--- src/rtl/load_store_unit.sv ---
// MIPS load/store unit: memory-interface initiator with read-modify-write sub-word stores.
// Define LSU_SUBWORD_EN to enable byte/halfword accesses; otherwise only LW/SW are legal.
module load_store_unit #(
    parameter int ADDR_W = 32
) (
    input  logic              clock,
    input  logic              reset,
    input  logic              startF,
    input  logic [5:0]        opcode,
    input  logic [ADDR_W-1:0] byteAddress,
    input  logic [31:0]       storeData,
    output logic              busyF,
    output logic              doneF,
    output logic              errF,
    output logic [31:0]       loadData,
    output logic [ADDR_W-1:0] memAddress,
    output logic [31:0]       memWriteData,
    output logic              memWriteF,
    output logic              memReadF,
    input  logic [31:0]       memReadData
);

    localparam logic [5:0] OP_LB  = 6'h20;
    localparam logic [5:0] OP_LH  = 6'h21;
    localparam logic [5:0] OP_LW  = 6'h23;
    localparam logic [5:0] OP_LBU = 6'h24;
    localparam logic [5:0] OP_LHU = 6'h25;
    localparam logic [5:0] OP_SB  = 6'h28;
    localparam logic [5:0] OP_SH  = 6'h29;
    localparam logic [5:0] OP_SW  = 6'h2B;

    typedef enum logic [2:0] {S_IDLE, S_READ, S_CAPTURE, S_WRITE, S_DONE} state_t;

    state_t            state_q, state_d;
    logic              err_q, err_d;
    logic [31:0]       load_q, load_d;
    logic [ADDR_W-1:0] addr_q, addr_d;
    logic [31:0]       wdata_q, wdata_d;
`ifdef LSU_SUBWORD_EN
    logic [5:0]        op_q, op_d;
    logic [1:0]        off_q, off_d;
    logic [15:0]       sdata_q, sdata_d;
`endif

    function automatic logic req_error(input logic [5:0] op, input logic [1:0] off);
        case (op)
            OP_LW, OP_SW:          return off != 2'b00;
`ifdef LSU_SUBWORD_EN
            OP_LH, OP_LHU, OP_SH:  return off[0];
            OP_LB, OP_LBU, OP_SB:  return 1'b0;
`endif
            default:               return 1'b1;
        endcase
    endfunction

`ifdef LSU_SUBWORD_EN
    // Big-endian lanes: offset 0 is the most significant byte/halfword.
    function automatic logic [31:0] extract(input logic [5:0] op, input logic [1:0] off,
                                            input logic [31:0] word);
        logic [7:0]  b;
        logic [15:0] h;
        b = word[8*(3-int'(off)) +: 8];
        h = off[1] ? word[15:0] : word[31:16];
        case (op)
            OP_LB:   return {{24{b[7]}}, b};
            OP_LBU:  return {24'h0, b};
            OP_LH:   return {{16{h[15]}}, h};
            OP_LHU:  return {16'h0, h};
            default: return word;
        endcase
    endfunction

    function automatic logic [31:0] merge(input logic [5:0] op, input logic [1:0] off,
                                          input logic [31:0] word, input logic [15:0] sd);
        logic [31:0] w;
        w = word;
        if (op == OP_SB) w[8*(3-int'(off)) +: 8] = sd[7:0];
        else if (off[1]) w[15:0] = sd;
        else             w[31:16] = sd;
        return w;
    endfunction
`endif

    always_comb begin
        state_d = state_q;
        err_d   = err_q;
        load_d  = load_q;
        addr_d  = addr_q;
        wdata_d = wdata_q;
`ifdef LSU_SUBWORD_EN
        op_d    = op_q;
        off_d   = off_q;
        sdata_d = sdata_q;
`endif
        case (state_q)
            S_IDLE: begin
                if (startF) begin
`ifdef LSU_SUBWORD_EN
                    op_d    = opcode;
                    off_d   = byteAddress[1:0];
                    sdata_d = storeData[15:0];
`endif
                    err_d = req_error(opcode, byteAddress[1:0]);
                    if (err_d) begin
                        state_d = S_DONE;
                    end else begin
                        addr_d = {2'b00, byteAddress[ADDR_W-1:2]};
                        if (opcode == OP_SW) begin
                            wdata_d = storeData;
                            state_d = S_WRITE;
                        end else begin
                            state_d = S_READ;
                        end
                    end
                end
            end
            S_READ: state_d = S_CAPTURE;
            S_CAPTURE: begin
`ifdef LSU_SUBWORD_EN
                if (op_q == OP_SB || op_q == OP_SH) begin
                    wdata_d = merge(op_q, off_q, memReadData, sdata_q);
                    state_d = S_WRITE;
                end else begin
                    load_d  = extract(op_q, off_q, memReadData);
                    state_d = S_DONE;
                end
`else
                load_d  = memReadData;
                state_d = S_DONE;
`endif
            end
            S_WRITE: state_d = S_DONE;
            S_DONE:  state_d = S_IDLE;
            default: state_d = S_IDLE;
        endcase
    end

    always_ff @(posedge clock) begin
        if (reset) begin
            state_q <= S_IDLE;
            err_q   <= 1'b0;
            load_q  <= '0;
            addr_q  <= '0;
            wdata_q <= '0;
`ifdef LSU_SUBWORD_EN
            op_q    <= '0;
            off_q   <= '0;
            sdata_q <= '0;
`endif
        end else begin
            state_q <= state_d;
            err_q   <= err_d;
            load_q  <= load_d;
            addr_q  <= addr_d;
            wdata_q <= wdata_d;
`ifdef LSU_SUBWORD_EN
            op_q    <= op_d;
            off_q   <= off_d;
            sdata_q <= sdata_d;
`endif
        end
    end

    assign busyF        = (state_q != S_IDLE);
    assign doneF        = (state_q == S_DONE);
    assign errF         = err_q;
    assign loadData     = load_q;
    assign memAddress   = addr_q;
    assign memWriteData = wdata_q;
    assign memReadF     = (state_q == S_READ);
    assign memWriteF    = (state_q == S_WRITE);

endmodule

--- config.mk ---
export PLATFORM = sky130hd
export DESIGN_NAME = load_store_unit
export DESIGN_NICKNAME = d
export VERILOG_FILES = /design/src/rtl/load_store_unit.sv
export SDC_FILE = /design/constraint.sdc
export NUM_CORES = 1
export LEC_CHECK = 0
export ABC_AREA = 1
export CAP_MARGIN = 20
export CORE_MARGIN = 5
export CORE_UTILIZATION = 40
export CTS_CLUSTER_DIAMETER = 120
export DETAILED_ROUTE_END_ITERATION = 16
export GPL_ROUTABILITY_DRIVEN = 0
export GPL_TIMING_DRIVEN = 0
export PLACE_DENSITY = 0.8
export SETUP_SLACK_MARGIN = 0.2
export SYNTH_ARGS = -nofsm -noshare
export SYNTH_HDL_FRONTEND = slang
export SYNTH_SLANG_ARGS = --single-unit
--- constraint.sdc ---
create_clock -name clock -period 1.3 [get_ports clock]
set_input_delay 0.26 -clock clock [delete_from_list [all_inputs] [get_ports clock]]
set_output_delay 0.26 -clock clock [all_outputs]
set_load 0.03 [all_outputs]
* Word-level counts from Yosys, hierarchy flattened
Cells that the tools add are included.
** Operators by class
- Equal/unequal tests :: 7
- Mux-type cells :: 7
- Bitwise operators :: 1
- Reduce and logical (&&, ||, !) cells :: 8
** Operators by type and width (number)
- 6-bit == test, second input constant :: 2
- 3-bit case mux with 3 select lines :: 1
- 3-bit by 2-bit == test with 1-bit output, second input constant :: 2
- 3-bit 2-to-1 mux :: 2
- 4-bit AND reduction :: 1
- 2-bit OR reduction :: 2
- 3-bit by 1-bit == test with 1-bit output, second input constant :: 1
- 3-bit == test, second input constant :: 1
- 3-bit logical NOT :: 1
- 1-bit 2-to-1 mux :: 3
- 3-bit AND reduction :: 1
- 3-bit nonzero test :: 1
- 2-bit 2-to-1 mux :: 1
- 2-bit != test, second input constant :: 1
- 2-bit AND reduction :: 1
- 2-bit nonzero test :: 1
- 1-bit inverter :: 1
** Storage, ports and cells
- Register bits after elaboration :: 98
- Bits of input ports :: 105
- Output and inout bits :: 101
- Word-level logic and storage cells :: 28

* Logic depth before layout (Yosys ltp)
- Word-level depth :: 8
- Depth in mapped cells :: 9
- Depth with buffers taken out :: 8

* Worst setup path after synthesis
OpenSTA, ideal clock, no wires.
- Path kind :: register to output
- From :: register state_q[0]
- To :: output memWriteF
- Data arrival time :: 1384 ps
- Data required time :: 1040 ps
- Setup slack :: -344 ps
- Cell stages (with the launch flop) :: 4
- Buffers on the path :: 1
- Path through :: dfxtp_1 > clkinv_2 > clkbuf_1 > nor3_1
** On the way
- Longest elaborated chain between the ends :: 1
** Ends and longest elaborated chain
- start, declared :: line 34 : state_t state_q, state_d;
- start signal, assigned :: line 151 : state_q <= state_d;
- 3-bit by 2-bit == test with 1-bit output :: line 171 : assign memWriteF = (state_q == S_WRITE);
- end, declared :: line 18 : output logic memWriteF,
No other way between the ends.

* Worst setup path in the final report
- From :: register state_q[0]
- To :: register addr_q[17], in the netlist memAddress[17]
** On the way
- Longest elaborated chain between the ends :: 2
** Ends and longest elaborated chain
- 3-bit logical NOT :: line 95 : case (state_q)
- 3-bit AND reduction (no source line)
- end signal, assigned :: line 154 : addr_q <= addr_d;
- end, declared :: line 37 : logic [ADDR_W-1:0] addr_q, addr_d;
No other way between the ends.
A chain may end at the register's enable or synchronous reset.

==> flow_summary.json <==
{
  "cp_common_cell": "nand2_1",
  "vias": 4882,
  "status": "finished, violations left",
  "io_pins": 206,
  "vias_per_cell": 4.84,
  "path_max_fanout": 7,
  "synth_top_area_share": 0.475,
  "clockBufferDepth": 2,
  "core-area_um2": 10200,
  "synth_seq_cells": 98,
  "clk_latency_ns": 0.37,
  "grt_util_all_layers": 0.212,
  "cts.hold.buffers_added": 0,
  "yosysTopAreaCell": "dfxtp_1",
  "power.density_nw_per_um2": 715,
  "cp-start-kind": "flop",
  "die_area_um2": 12500,
  "cp.arrival_ns": 1.82,
  "critPathMaxStageDelay_ns": 0.38,
  "grt_pass1_wl_um": 21700,
  "first_global_vias": 4561,
  "grt_overflow_total": 0,
  "hold_depth": 2,
  "wirelength_um": 17100,
  "synth_cell_types": 23,
  "syn2layout_area_growth_pct": 97.0,
  "cts.sinks": 98,
  "synthCells": 591,
  "fin_crit_sh": 1.18,
  "reg2reg_from": "state_q[0]",
  "cts_max_level": 3,
  "drive_gt1_frac": 0.502,
  "initial_core_util": 0.406,
  "diodes": 0,
  "p_leak_uw": 0.00369,
  "violations": "setup timing",
  "ys_seq_area_frac": 0.475,
  "reg2reg_depth": 9,
  "clk_pin_slew_ns": 0.09,
  "cp.required_ns": 1.59,
  "peakVddDrop_mv": 0.607,
  "worstHoldEndpoint": "loadData[11]",
  "place.detailed.hpwl_um": 9800,
  "tns_ns": -9.65,
  "die_h_um": 112,
  "holdCritPathClass": "in2reg",
  "rsz0062_at_grt": "true",
  "drt-initial-drc-count": 188,
  "worstReg2RegEnd": "memAddress[17]",
  "worstSetupPathType": "reg2reg",
  "rows": 37,
  "fmax_mhz": 654,
  "root_buffer": "clkbuf_8",
  "r2r_setup_slack_ns": -0.23,
  "antenna_found_initial": 0,
  "synth_area_leaders": "dfxtp_1 47%, nand2_1 15%, nand3_1 12%",
  "n_fill_cell": 643,
  "p_total_uw": 5820,
  "syn-cell-area_um2": 4130,
  "fin_nets": 973,
  "final_antenna_net_count": 0,
  "cap_violations": 0,
  "crit_slowest_cell": "dfxtp_4",
  "postSynthAreaPerCell_um2": 6.99,
  "post-route-min-period_ns": 1.53,
  "end_kind": "flop",
  "dr.pass1.iters": 5,
  "die_x_um": 112,
  "route.detailed.drc": 0,
  "crit_chain": "clkinv_8 -> buf_4 -> nand3_4 -> nor2_4 -> nand2_4 -> nor2_8 -> buf_6 -> nand2_1 -> nand2_1",
  "hp-start": "reset",
  "worst_slew_margin_rel": 0.482,
  "grt_max_degree": 16,
  "cts-buffers-inserted": 9,
  "fin_ws_ns": -0.229,
  "finalHoldViolCount": 0,
  "finalMaxSlewViolations": 0,
  "finClkSkew_ns": 0.0269,
  "io_buffers": 202,
  "yosysWarnings": 0,
  "tightest_slew_ns": 0.777,
  "wl_per_cell_um": 16.9,
  "setup_viol": 78,
  "cts_tree": "done"
}
## cell families (layout without fill, tap and decap cells)
family,after synthesis,after routing,synth area share
flip-flops,98,98,0.475
AND/OR/NAND/NOR,312,312,0.331
buffers and inverters,145,426,0.150
AO/OA/AOI/OAI,35,35,0.0436
other,1,2,0.000908
## cell type report
type / count / area, um2 / share of cell area
clock inverters: 4 / 73.8 / 0.00907
well taps: 136 / 170 / 0.0209
multi-input cells: 349 / 2130 / 0.261
plain buffers: 37 / 323 / 0.0397
clock buffers: 12 / 145 / 0.0178
repair buffers: 265 / 2760 / 0.339
flip-flops and latches: 98 / 2110 / 0.260
inverters: 108 / 428 / 0.0526
## cell usage after synthesis (all sizes together)
cell	instances
a21oi	34
buf	30
clkbuf	7
clkinv	1
conb	1
dfxtp	98
inv	107
nand2	167
nand3	99
nand4	1
nor2	43
nor3	2
o211a	1
## sequential cells by signal (all words and copies together) (netlist names)
signal / flops
errF: 1
loadData: 32
memAddress: 30
memWriteData: 32
state_q: 3
## report_power, final
group | leakage [uW] | internal (uW) | switching, uW | total (uW)
clock | 0.000111 | 1150 | 1080 | 2230
sequential | 0.000843 | 2980 | 7.73 | 2990
combinational | 0.00274 | 350 | 255 | 605
total | 0.00369 | 4480 | 1350 | 5820
## critical path, delay by kind of cell (launching register included)
kind | cells | cell delay [ns]
buffers and inverters | 3 | 0.32
flip-flops | 1 | 0.38
AND/OR/NAND/NOR | 6 | 0.77
## placed cells by master (no fill, tap or decap), drive strengths merged
master / Yosys / layout
conb: 1 / 2
o211a: 1 / 1
bufinv: 0 / 2
dfxtp: 98 / 98
inv: 107 / 108
nand4: 1 / 1
nand2: 167 / 167
nor3: 2 / 2
clkbuf: 7 / 21
clkinv: 1 / 2
nand3: 99 / 99
clkdlybuf4s50: 0 / 98
a21oi: 34 / 34
nor2: 43 / 43
dlygate4sd2: 0 / 5
buf: 30 / 190
## timing repair
| item | 4_1_cts | 5_1_grt |
|---|---|---|
| pin swaps | 10 | 40 |
| buffers inserted | 14 | 35 |
| cloned | 7 | 7 |
| gates resized for setup | 829 | 200 |
| setup endpoints to repair | 195 | 197 |
## how the worst max path moves through the flow
stage | start | depth (start not counted) | slack [ns] | endpoint
final | state_q[0] | 9 | -0.23 | memAddress[17]
after global routing | state_q[0] | 9 | -0.29 | memAddress[17]
after CTS | state_q[0] | 4 | -0.22 | memWriteF
after detailed placement | opcode[4] | 10 | -0.72 | memWriteData[24]
after global placement | opcode[1] | 9 | -0.67 | memWriteData[4]
after floorplan | state_q[2] | 7 | 0.04 | memAddress[0]
## metrics by stage
step | std cells | instance area [um2] | hold slack [ns] | worst slack [ns] | util
finish | 1009 | 8140 | 0.219 | -0.229 | 0.799
global route | 1009 | 8140 | 0.207 | -0.286 | 0.799
CTS | 967 | 7100 | 0.216 | -0.220 | 0.697
detailed placement | 930 | 6380 | 0.454 | -0.717 | 0.626
global placement | 930 | 6380 | 0.449 | -0.667 | 0.626
floorplan | 592 | 4180 | 0.363 | 0.0386 | -
## routing by layer
metal	vias up	routed length, um	part of all wire	track usage
li1	2344	-	-	-
met1	2292	6330	0.37	0.228
met2	194	8710	0.51	0.372
met3	52	1230	0.072	0.0799
met4	0	817	0.048	0.0900
met5	-	0	0	0
No activity file was read; power rests on OpenSTA's default activity.
==> RTL edit, RTL diff (same settings) <==
Register the outputs `busyF`, `doneF`, `memWriteF` and `memReadF`, cleared by the reset; this adds one clock of latency there. The other outputs are not delayed to match.
--- a/src/rtl/load_store_unit.sv
+++ b/src/rtl/load_store_unit.sv
@@ -162,12 +162,21 @@
     end
 
-    assign busyF        = (state_q != S_IDLE);
-    assign doneF        = (state_q == S_DONE);
     assign errF         = err_q;
     assign loadData     = load_q;
     assign memAddress   = addr_q;
     assign memWriteData = wdata_q;
-    assign memReadF     = (state_q == S_READ);
-    assign memWriteF    = (state_q == S_WRITE);
+    always_ff @(posedge clock) begin
+        if (reset) begin
+            busyF     <= '0;
+            doneF     <= '0;
+            memWriteF <= '0;
+            memReadF  <= '0;
+        end else begin
+            busyF     <= (state_q != S_IDLE);
+            doneF     <= (state_q == S_DONE);
+            memWriteF <= (state_q == S_WRITE);
+            memReadF  <= (state_q == S_READ);
+        end
+    end
 
 endmodule
Formal check against the unedited RTL: not equivalent (a bounded check fails within 4 cycles, from zero or initial values and one cycle with reset high).
==> RTL edit against the unedited design <==
  * The run still ends with negative setup slack left
  * Total power increased by 0.69%
  * Highest routed layer unchanged
  * Sequential cell count increased by 4
  * Worst setup slack improved by 0.22 ns
  * Die area increased by 0.25%
  * Combinational power about the same
  * Area after synthesis increased by 0.27%
  * Cell area decreased by 4.0%
  * First-iteration DRC count increased by 14%
  * Critical endpoint is now loadData[0]$_SDFFE_PP0N_
  * Routed wire length decreased by 13%
  * Final cell count decreased by 1.1%
  * Sequential share of layout area increased by 1.9 points
==> RTL edit: results (changes against the unedited design) <==
status=finished with violations (unchanged); failing checks=negative setup slack (unchanged); fin area=7820 µm² (was 8140 µm²); most instantiated cells after synthesis=nand2_1, inv_1, dfxtp_1 (unchanged); Synth Area in Compound Gates=4.41% (was 4.36%); final setup margin=-0.0127 ns (was -0.229 ns); post-place instance area=6360 µm² (was 6380 µm²); r2r worst-path depth=6 (was 9); vias=4654 (was 4882); WL met3=1.14 mm (was 1.23 mm); vias in the first global route=4378 (was 4561); first-pass GRT wire length=20.8 mm (was 21.7 mm); post-synthesis sequential area ratio=49.3% (was 47.5%); Leak=3.58 nW (was 3.69 nW); non-clock buffer share of cell area=37.4% (was 37.9%); multi-input gates=350 (was 349); Seq cells=102 (was 98); sw power=1.40 mW (was 1.35 mW); clk tree area frac=2.64% (was 2.69%); pre-CTS setup slack=-0.493 ns (was -0.717 ns); delay-heaviest family, CP=buffers and inverters (was simple AND/OR/NAND/NOR gates); Startpoint Class=register (unchanged); die area=12500 µm² (about the same); DR WL/cell=14.9 µm (was 16.9 µm); post-detail-place hpwl=9.42 mm (was 9.80 mm); Highest Signal Layer=met4 (unchanged); flip-flop and latch share of the layout cell area=27.9% (was 26.0%); count of plain and timing-repair buffers=281 (was 302); post-synth cell types=23 (unchanged); Worst EP arrival=1.58 ns (was 1.82 ns); GRT met3 Usage=6.96% (was 7.99%); Area contributors post-synth=dfxtp_1, nand2_1, inv_1 (was dfxtp_1, nand2_1, nand3_1); setup TNS=-0.0558 ns (was -9.65 ns); Placed Cells=934 (was 930); Worst VDD drop=635 µV (was 607 µV); DR WL met2=7.60 mm (was 8.71 mm); mux share of post-synthesis cell area=0% (unchanged); met1 GRT Util=21.6% (was 22.8%); Final setup viols=9 (was 78); n_diodes=3 (was 0); M1 WL=5.53 mm (was 6.33 mm); met2 global-route usage=35.3% (was 37.2%); total track usage=20.0% (was 21.2%); vias per cell=4.66 (was 4.84); hold path cells=3 (was 2); critical path endpoint=loadData[0]$_SDFFE_PP0N_ (was memAddress[17]$_SDFFE_PP0P_); Pre-Repair DR Iteration Count=6 (was 5); number of clock buffers in the layout=11 (was 12); DR iter-0 viols=214 (was 188); Avg Synthesized Cell Area=6.97 µm² (was 6.99 µm²); Worst Skew=0.0214 ns (was 0.0269 ns); I/O Buffers=203 (was 202); area of the multi-input gates=1910 µm² (was 2130 µm²); initial antenna violation count=2 (was 0); inverter count=110 (was 108); Clock power frac=36.1% (was 38.3%); Worst Path Max Fanout=10 (was 7); fillers=698 (was 643); largest net degree at the start of global routing=18 (was 16)
RTL edit: repair_timing:
| action | 4_1_cts | 5_1_grt |
|---|---|---|
| hold buffers | 0 | 0 |
| setup endpoints to repair | 196 | 197 |
| gates resized for setup | 851 | 185 |
| pin swaps | 24 | 34 |
| buffers inserted | 10 | 24 |
| gates cloned | 5 | 6 |
RTL edit: worst min path at each step:
stage | start | to | slack [ns]
2_1_floorplan | byteAddress[2] | memAddress[0]$_SDFFE_PP0P_ | 0.37
3_3_place_gp | memAddress[6]$_SDFFE_PP0P_ | memAddress[6]$_SDFFE_PP0P_ | 0.43
3_5_place_dp | memAddress[21]$_SDFFE_PP0P_ | memAddress[21]$_SDFFE_PP0P_ | 0.44
4_1_cts | opcode[3] | state_q[1]$_SDFFE_PP0P_ | 0.33
5_1_grt | opcode[3] | state_q[1]$_SDFFE_PP0P_ | 0.40
6_report | opcode[3] | state_q[1]$_SDFFE_PP0P_ | 0.39
